$ cat src/rtl/reg_bist_master.sv
// rtl/reg_bist_master.sv - register-bus BIST master: write/read-check/march sequences over a register window.
// Optional watchdog abort enabled by defining REG_BIST_TIMEOUT_EN.
module reg_bist_master #(
    parameter int unsigned   AW            = 32,
    parameter int unsigned   DW            = 32,
    parameter int unsigned   NumRegs       = 8,
    parameter logic [AW-1:0] BaseAddr      = '0,
    parameter int unsigned   Stride        = DW / 8,
    parameter int unsigned   ErrCntW       = 8,
    parameter int unsigned   TimeoutCycles = 64
) (
    input  logic               clk,
    input  logic               rst_n,
    input  logic               start_i,
    input  logic [1:0]         mode_i,
    input  logic [DW-1:0]      seed_i,
    output logic [AW-1:0]      reg_addr_o,
    output logic               reg_write_o,
    output logic [DW-1:0]      reg_wdata_o,
    output logic [DW/8-1:0]    reg_wstrb_o,
    output logic               reg_valid_o,
    input  logic [DW-1:0]      reg_rdata_i,
    input  logic               reg_error_i,
    input  logic               reg_ready_i,
    output logic               busy_o,
    output logic               done_o,
    output logic               pass_o,
    output logic [ErrCntW-1:0] err_cnt_o,
    output logic [AW-1:0]      first_err_addr_o,
    output logic               timeout_o
);
    localparam int unsigned IdxW = (NumRegs > 1) ? $clog2(NumRegs) : 1;

    typedef enum logic [1:0] {S_IDLE, S_RUN, S_FINISH} state_e;

    state_e              state_q, state_d;
    logic [1:0]          mode_q, mode_d;
    logic [DW-1:0]       seed_q, seed_d;
    logic [1:0]          pass_idx_q, pass_idx_d;
    logic [IdxW-1:0]     idx_q, idx_d;
    logic [ErrCntW-1:0]  err_cnt_q, err_cnt_d;
    logic [AW-1:0]       first_err_q, first_err_d;
    logic                pass_q, pass_d;
    logic                timeout_q, timeout_d;

    logic [1:0]          phase;
    logic [1:0]          last_pass_idx;
    logic [DW-1:0]       pattern;
    logic [DW-1:0]       exp_data;
    logic [AW-1:0]       addr;
    logic                valid;
    logic                is_read;
    logic                hs;
    logic                txn_err;
    logic                timeout_hit;

    // Phase bit 0 selects read, bit 1 selects the inverted pattern (W0,R0,W1,R1).
    assign phase    = (mode_q == 2'd1) ? 2'd1 : pass_idx_q;
    assign is_read  = phase[0];
    assign pattern  = seed_q + DW'(idx_q);
    assign exp_data = phase[1] ? ~pattern : pattern;
    assign addr     = BaseAddr + AW'(idx_q) * AW'(Stride);
    assign valid    = (state_q == S_RUN);
    assign hs       = valid && reg_ready_i;
    assign txn_err  = hs && (reg_error_i || (is_read && (reg_rdata_i != exp_data)));

    always_comb begin
        last_pass_idx = 2'd0;
        case (mode_q)
            2'd2:    last_pass_idx = 2'd1;
            2'd3:    last_pass_idx = 2'd3;
            default: last_pass_idx = 2'd0;
        endcase
    end

`ifdef REG_BIST_TIMEOUT_EN
    localparam int unsigned WaitW = $clog2(TimeoutCycles + 1);
    logic [WaitW-1:0] wait_q, wait_d;

    assign timeout_hit = valid && !reg_ready_i && (wait_q == WaitW'(TimeoutCycles - 1));

    always_comb begin
        wait_d = wait_q;
        if (state_q == S_IDLE) begin
            wait_d = '0;
        end else if (hs) begin
            wait_d = '0;
        end else if (valid) begin
            wait_d = wait_q + 1'b1;
        end
    end

    always_ff @(posedge clk or posedge rst_n) begin
        if (rst_n) begin
            wait_q <= '0;
        end else begin
            wait_q <= wait_d;
        end
    end
`else
    assign timeout_hit = 1'b0;
`endif

    always_comb begin
        state_d     = state_q;
        mode_d      = mode_q;
        seed_d      = seed_q;
        pass_idx_d  = pass_idx_q;
        idx_d       = idx_q;
        err_cnt_d   = err_cnt_q;
        first_err_d = first_err_q;
        pass_d      = pass_q;
        timeout_d   = timeout_q;
        case (state_q)
            S_IDLE: begin
                if (start_i) begin
                    mode_d      = mode_i;
                    seed_d      = seed_i;
                    err_cnt_d   = '0;
                    first_err_d = '0;
                    pass_d      = 1'b0;
                    timeout_d   = 1'b0;
                    idx_d       = '0;
                    pass_idx_d  = '0;
                    state_d     = S_RUN;
                end
            end
            S_RUN: begin
                // A timed-out request counts as one error at the stalled address.
                if (txn_err || timeout_hit) begin
                    if (err_cnt_q != '1) begin
                        err_cnt_d = err_cnt_q + 1'b1;
                    end
                    if (err_cnt_q == '0) begin
                        first_err_d = addr;
                    end
                end
                if (timeout_hit) begin
                    timeout_d = 1'b1;
                    pass_d    = 1'b0;
                    state_d   = S_FINISH;
                end else if (hs) begin
                    if (idx_q == IdxW'(NumRegs - 1)) begin
                        idx_d = '0;
                        if (pass_idx_q == last_pass_idx) begin
                            pass_d  = (err_cnt_d == '0);
                            state_d = S_FINISH;
                        end else begin
                            pass_idx_d = pass_idx_q + 1'b1;
                        end
                    end else begin
                        idx_d = idx_q + 1'b1;
                    end
                end
            end
            S_FINISH: state_d = S_IDLE;
            default:  state_d = S_IDLE;
        endcase
    end

    always_ff @(posedge clk or posedge rst_n) begin
        if (rst_n) begin
            state_q     <= S_IDLE;
            mode_q      <= '0;
            seed_q      <= '0;
            pass_idx_q  <= '0;
            idx_q       <= '0;
            err_cnt_q   <= '0;
            first_err_q <= '0;
            pass_q      <= 1'b0;
            timeout_q   <= 1'b0;
        end else begin
            state_q     <= state_d;
            mode_q      <= mode_d;
            seed_q      <= seed_d;
            pass_idx_q  <= pass_idx_d;
            idx_q       <= idx_d;
            err_cnt_q   <= err_cnt_d;
            first_err_q <= first_err_d;
            pass_q      <= pass_d;
            timeout_q   <= timeout_d;
        end
    end

    assign reg_valid_o      = valid;
    assign reg_write_o      = valid && !is_read;
    assign reg_addr_o       = valid ? addr : '0;
    assign reg_wdata_o      = (valid && !is_read) ? exp_data : '0;
    assign reg_wstrb_o      = '1;
    assign busy_o           = valid;
    assign done_o           = (state_q == S_FINISH);
    assign pass_o           = pass_q;
    assign err_cnt_o        = err_cnt_q;
    assign first_err_addr_o = first_err_q;
    assign timeout_o        = timeout_q;
endmodule

$ cat config.mk
export PLATFORM = sky130hd
export DESIGN_NAME = reg_bist_master
export DESIGN_NICKNAME = d
export VERILOG_FILES = /design/src/rtl/reg_bist_master.sv
export SDC_FILE = /design/constraint.sdc
export NUM_CORES = 1
export LEC_CHECK = 0
export ABC_AREA = 1
export CAP_MARGIN = 20
export CORE_MARGIN = 1.5
export CORE_UTILIZATION = 42
export DETAILED_ROUTE_END_ITERATION = 8
export PLACE_DENSITY = 0.78
export SKIP_CTS_REPAIR_TIMING = 1
export SYNTH_ARGS = -nofsm -noshare
export SYNTH_HDL_FRONTEND = slang
export SYNTH_SLANG_ARGS = --single-unit
$ cat constraint.sdc
create_clock -name clk -period 2.7 [get_ports clk]
set_input_delay 0.405 -clock clk [delete_from_list [all_inputs] [get_ports clk]]
set_output_delay 0.405 -clock clk [all_outputs]
set_load 0.05 [all_outputs]
; Word level (Yosys, flattened, before mapping)
; Index checks and enable logic that the tools add are counted.
; Widths: inputs -> output; s select.
[op_classes]
n_addsub = 4
eq_ne = 16
mux = 33
bitwise_logic = 1
reduce_logical = 17
[ops]
columns = operator, count
row1 = $mux 32, 5
row2 = $pmux 32 s2, 1
row3 = $add 32x3->32, 1
row4 = $mux 8, 4
row5 = $ne 32x32->1, 1
row6 = $not 32->32, 1
row7 = $mux 2, 9
row8 = $logic_not 8->1, 2
row9 = $pmux 8 s2, 1
row10 = $pmux 2 s2, 3
row11 = $ne 2x1->1 const B, 5
row12 = $reduce_and 5->1, 2
row13 = $mux 3, 3
row14 = $add 8x1->8 const B, 1
row15 = $ne 8x8->1 const B, 1
row16 = $reduce_and 4->1, 2
row17 = $eq 2x2->1 const B, 3
row18 = $pmux 3 s2, 1
row19 = $mux 5, 1
row20 = $eq 2x1->1 const B, 2
row21 = $logic_and 1x1->1, 4
row22 = $mux 1, 4
row23 = $ne 2x2->1 const B, 2
row24 = $reduce_and 2->1, 2
row25 = other kinds (10), 10
[word_totals]
regBits = 82
input_bits = 71
out_inout_bits = 114
word_cells = 79

; Depth between registers and ports, before layout
[depth]
ltp_word = 14
ltp_mapped = 26
depth_no_buf = 26

; Worst setup path after synthesis
; No wires, ideal clock.
[synth_timing]
path_type = register -> output
startpoint = register state_q[0]
endpoint = output reg_wdata_o[19]
arrival_ns = 2.842
required_ns = 2.295
setup_slack_ns = -0.547
stages_incl_launch_ff = 8
path_buffers = 1
cell_sequence = dfrtp_1 -> inv_1 -> nor2_1 -> inv_1 -> nor2_1 -> inv_1 -> clkbuf_1 -> a21oi_1
[synth_between]
elab_chain_cells = 3
[synth_rtl]
columns = element, line
row1 = "start, declared", 36  ; state_e state_q, state_d;
row2 = "start signal, assigned", 173  ; state_q <= state_d;
row3 = $eq 2x1->1, 63  ; assign valid = (state_q == S_RUN);
row4 = $logic_and 1x1->1, n/a
row5 = via reg_write_o, 18  ; output logic reg_write_o,
row6 = $mux 32, 188  ; assign reg_wdata_o = (valid && !is_read) ? exp_data : '0;
row7 = "end, declared", 19  ; output logic [DW-1:0] reg_wdata_o,
; The timed path passes the listed nets, and every way through them passes these cells.

; Worst setup path in the final report
[layout_timing]
startpoint = register idx_q[0]
endpoint = register err_cnt_q[7] (netlist: err_cnt_o[7])
[layout_between]
elab_chain_cells = 10
[layout_rtl]
columns = element, line
row1 = "start, declared", 40  ; logic [IdxW-1:0] idx_q, idx_d;
row2 = "start signal, assigned", 177  ; idx_q <= idx_d;
row3 = $add 32x3->32 (*), 60  ; assign pattern = seed_q + DW'(idx_q);
row4 = $not 32->32, 61  ; assign exp_data = phase[1] ? ~pattern : pattern;
row5 = $mux 32 (*), 61
row6 = $ne 32x32->1 (*), 65  ; assign txn_err = hs && (reg_error_i || (is_read && (reg_rdata_i != exp_data)));
row7 = $logic_and 1x1->1 (*), 65
row8 = $logic_or 1x1->1 (*), 65
row9 = $logic_and 1x1->1 (*), 65
row10 = $mux 8 (*), 130  ; if (txn_err || timeout_hit) begin
row11 = $mux 8 (*), 114  ; case (state_q)
row12 = $pmux 8 s2 (*), 114
row13 = "end signal, assigned", 178  ; err_cnt_q <= err_cnt_d;
row14 = "end, declared", 41  ; logic [ErrCntW-1:0] err_cnt_q, err_cnt_d;
; Mark *: on every way between the ends. The rest lies on a longest branch, timed or not. The select of a mux whose other input is x is not followed.
; A chain may end at the register's enable or synchronous reset.

==> summary.txt <==
Floorplan
  • Ports: ~190
  • Die area: ~0.014 sq mm
  • Die width: 116.2 um
  • Starting Density: 42.83%
  • Die height: 116.2 um
  • Row count: between 40 and 50
  • Core footprint: between 0.01 and 0.015 sq mm

Drt
  • Drt drc: 0
  • Drt wl/cell: around 13 um
  • Via/cell ratio: between 4 and 5
  • Via count: around 6200
  • Starting DRT DRC Count: between 300 and 400
  • Final ANT Viol Nets: 0
  • Detailed Route WL: 16.80 mm
  • Pre-antenna DRT Iters: 5

Layout
  • ANT cells: 0
  • Area grow syn2layout: 52.84%
  • Finished Core Util: 65.46%
  • Multi-input combinational cell area: around 0.0037 sq mm
  • Filler cell count: between 1000 and 1500
  • Nets: between 1000 and 1500
  • Fraction of layout instances using a drive strength above 1: a little under a quarter
  • Reg area: ~0.0013 sq mm

Timing
  • Fmax: ~320 MHz
  • Final min period: slightly above 3 ns
  • Slew Limit Fails: 0
  • Final setup slack of the worst path: -0.3789 ns
  • Final setup TNS: -4.147 ns
  • Final Cycle Share: 114.0%
  • Setup Skew: around 0.011 ns
  • Max-slew headroom: between 50% and 60%
  • RSZ-0062 raised after global routing: true
  • Worst slew pin tran: ~0.68 ns
  • Setup violators final: 19
  • Hold Vio Cnt, Final: 0

Global routing
  • Initial antenna violation count: 0
  • Total gr overflow: 0
  • First-pass GRT wire length: 26.03 mm
  • GRT Util Overall: 24.25%
  • Largest net degree at the start of global routing: 62
  • Vias in the first global route: around 5700

Clocking
  • CTS H-tree depth: 2
  • Reg clk slew, reported paths: ~0.08 ns
  • Clk_lat worst skew: ~0.30 ns
  • CTS tree: built
  • Sink Count: 53
  • Root Driver: clkbuf_16
  • Num CTS Buffers: 5
  • CTS Buffer Depth: 2

Outcome
  • Outcome: complete, but fails checks
  • Failing checks: negative setup slack

Power and ir drop
  • Clk network pwr share: 7.7%
  • Worst vdd ir: about 0.00068 V
  • Internal: 4.613 mW
  • Sw power: ~5.1 mW
  • Final Total Pwr: 9.706 mW
  • Lkg Pwr: around 4.0 nW
  • Combinational share of power: 76.7%
  • Reg power frac: between 10% and 20%
  • Power Dens Cells: between 1000 and 1500 mW/mm^2
  • Sw frac: approximately 52%

Yosys
  • Post-synth EDFFs: 0
  • Yosys warnings: 0
  • Yosys cell types: 38
  • Synth top area share: between 20% and 30%
  • Area leader, netlist: dfrtp_1
  • Sequential share of the synthesized area: roughly a quarter
  • Synth top area cells: dfrtp_1 25%, nand2_1 22%, buf_4 9.1%
  • Cells after Synth: roughly 900
  • #FFs+latches synth: 53
  • Avg Inst Size Synth: around 6.0 sq um
  • Synthesized cell area: about 0.0054 sq mm
  • Main flop type after synthesis: dfrtp_1
  • Async set or reset register ratio after synthesis: 100.0%

Setup path
  • Worst-path cell chain: ha_2 -> inv_2 -> fa_2 -> inv_2 -> nand2_2 -> nand2_2 -> nand2_2 -> nor2_4 -> nand3_2 -> nand2_2 -> nand2_1 -> nand2_1 -> nand2_1 -> nor2_1 -> nand2_1 -> nor2_2 -> nand3_2 -> nand2_4 -> nand2_8 -> nand3_1 -> nand2_2 -> buf_4 -> buf_4 -> o22ai_1
  • CP startpoint kind: register
  • Worst EP arrival: about 3.3 ns
  • Worst path slowest cell: fa_2
  • Critical path required time: between 2 and 3 ns
  • Max incr delay on CP: approximately 0.39 ns
  • Crit path buf inv count: 4
  • Most common cell on crit path: nand2_2
  • Kind of end point of the critical path: register
  • CP max FO: 6
  • CP delay by family, top: simple AND/OR/NAND/NOR gates
  • WS Path Type: register to register

Placement
  • Pre-CTS setup slack: -0.3256 ns
  • Detailed Place HPWL: 12.90 mm
  • PortBufs: between 100 and 150
  • Final GP Congestion: ~0.95

Run
  • Max-Cap Viols: 0

Hold path
  • Worst min-delay path class: register to register
-- cell type report --
class	count	area share (%)
clock inverter	3	0.5627
clock buffer	5	1.521
timing repair buffer	219	28.70
multi-input combinational	705	44.65
inverter	127	5.825
tap	172	2.616
sequential	53	16.12
-- placed cells by master, fill, tap and decap left out, types with 3 or more instances in the layout --
cell type / count
nand2_1: 290
inv_1: 117
buf_4: 89
clkdlybuf4s50_1: 83
nand3_1: 74
nor2_1: 69
conb_1: 63
dfrtp_1: 53
o21ai_0: 39
buf_12: 38
nand2_2: 28
nor2_2: 13
nand4_1: 13
nand3_2: 12
a21oi_2: 12
xor2_1: 11
a21oi_4: 10
inv_2: 9
nor2_4: 9
buf_6: 9
o21ai_1: 8
nand3b_1: 7
xnor2_1: 6
nor3_1: 5
a21oi_1: 5
clkbuf_16: 5
nand2_4: 4
ha_1: 4
nand2_8: 3
o22ai_1: 3
-- flip-flops by register name, indices dropped and copies added, names as in the netlist --
name and count:
mode_q 2, seed_q 32, err_cnt_o 8, pass_idx_q 2
idx_q 3, state_q 2, first_err_addr_o 3, pass_o 1
-- tightest hold or removal path: stages (launching register included) --
cell and delay, ns:
dfrtp_1 0.38, nand2_1 0.07, o21ai_1 0.06
-- routing by layer --
layer / vias up / track usage, % / wire length (um)
met4: 0 / 5.854 / 312
li1: 3092 / - / -
met1: 2811 / 31.92 / 7345
met5: - / 0 / 0
met3: 26 / 3.114 / 1082
met2: 227 / 42.35 / 8061
-- metrics by stage --
stage | cell area, sq um | cells | hold slack [ns]
detailed placement | 7629 | 1266 | 0.5150
CTS | 7800 | 1274 | 0.5362
global placement | 7629 | 1266 | 0.5229
global route | 8227 | 1284 | 0.5757
floorplan | 5729 | 964 | 0.4553
finish | 8227 | 1284 | 0.5425
-- cells in the mapped netlist (3+ instances only) --
master    number
a21oi_1       26
buf_4         65
buf_6          3
clkbuf_1      10
dfrtp_1       53
ha_1           7
inv_1        125
nand2_1      315
nand2_2        5
nand2_4        3
nand3_1       88
nand3b_1       7
nand4_1       13
nor2_1        82
nor2_2         6
nor3_1         5
o21ai_0       44
o21ai_1        4
o22ai_1        3
xnor2_1        6
xor2_1        11
-- worst paths after layout --
path	startpoint	endpoint	slack, ns	cells past startpoint
min in group asynchronous	rst_n	err_cnt_o[3]$_DFFE_PP0P_	0.61	3
worst min register to register	pass_o$_DFFE_PP0P_	pass_o$_DFFE_PP0P_	0.54	2
worst max-delay path	idx_q[0]$_DFFE_PP0P_	err_cnt_o[7]$_DFFE_PP0P_	-0.38	24
worst min-delay path	pass_o$_DFFE_PP0P_	pass_o$_DFFE_PP0P_	0.54	2
worst max register to register	idx_q[0]$_DFFE_PP0P_	err_cnt_o[7]$_DFFE_PP0P_	-0.38	24
max in group asynchronous	rst_n	seed_q[9]$_DFFE_PP0P_	1.63	3
-- logic make-up after synthesis --
kind of cell | share of synthesized area, %
fa+ha+maj | 1.999
compound gates | 8.299
buf+inv | 19.69
simple gates | 41.86
flops | 24.64
other cells | 0.1395
xor+xnor | 3.370
-- power by group through the flow --
stage,Sequential (mW),Clock [mW],Combinational [mW]
2_1_floorplan,1.58,0,4.10
3_3_place_gp,1.49,0,6.73
4_1_cts,1.49,0.748,6.88
6_report,1.52,0.744,7.44
5_1_grt,1.57,0.778,8.08
3_5_place_dp,1.50,0,6.85
Power figures use the tool's default switching activity.
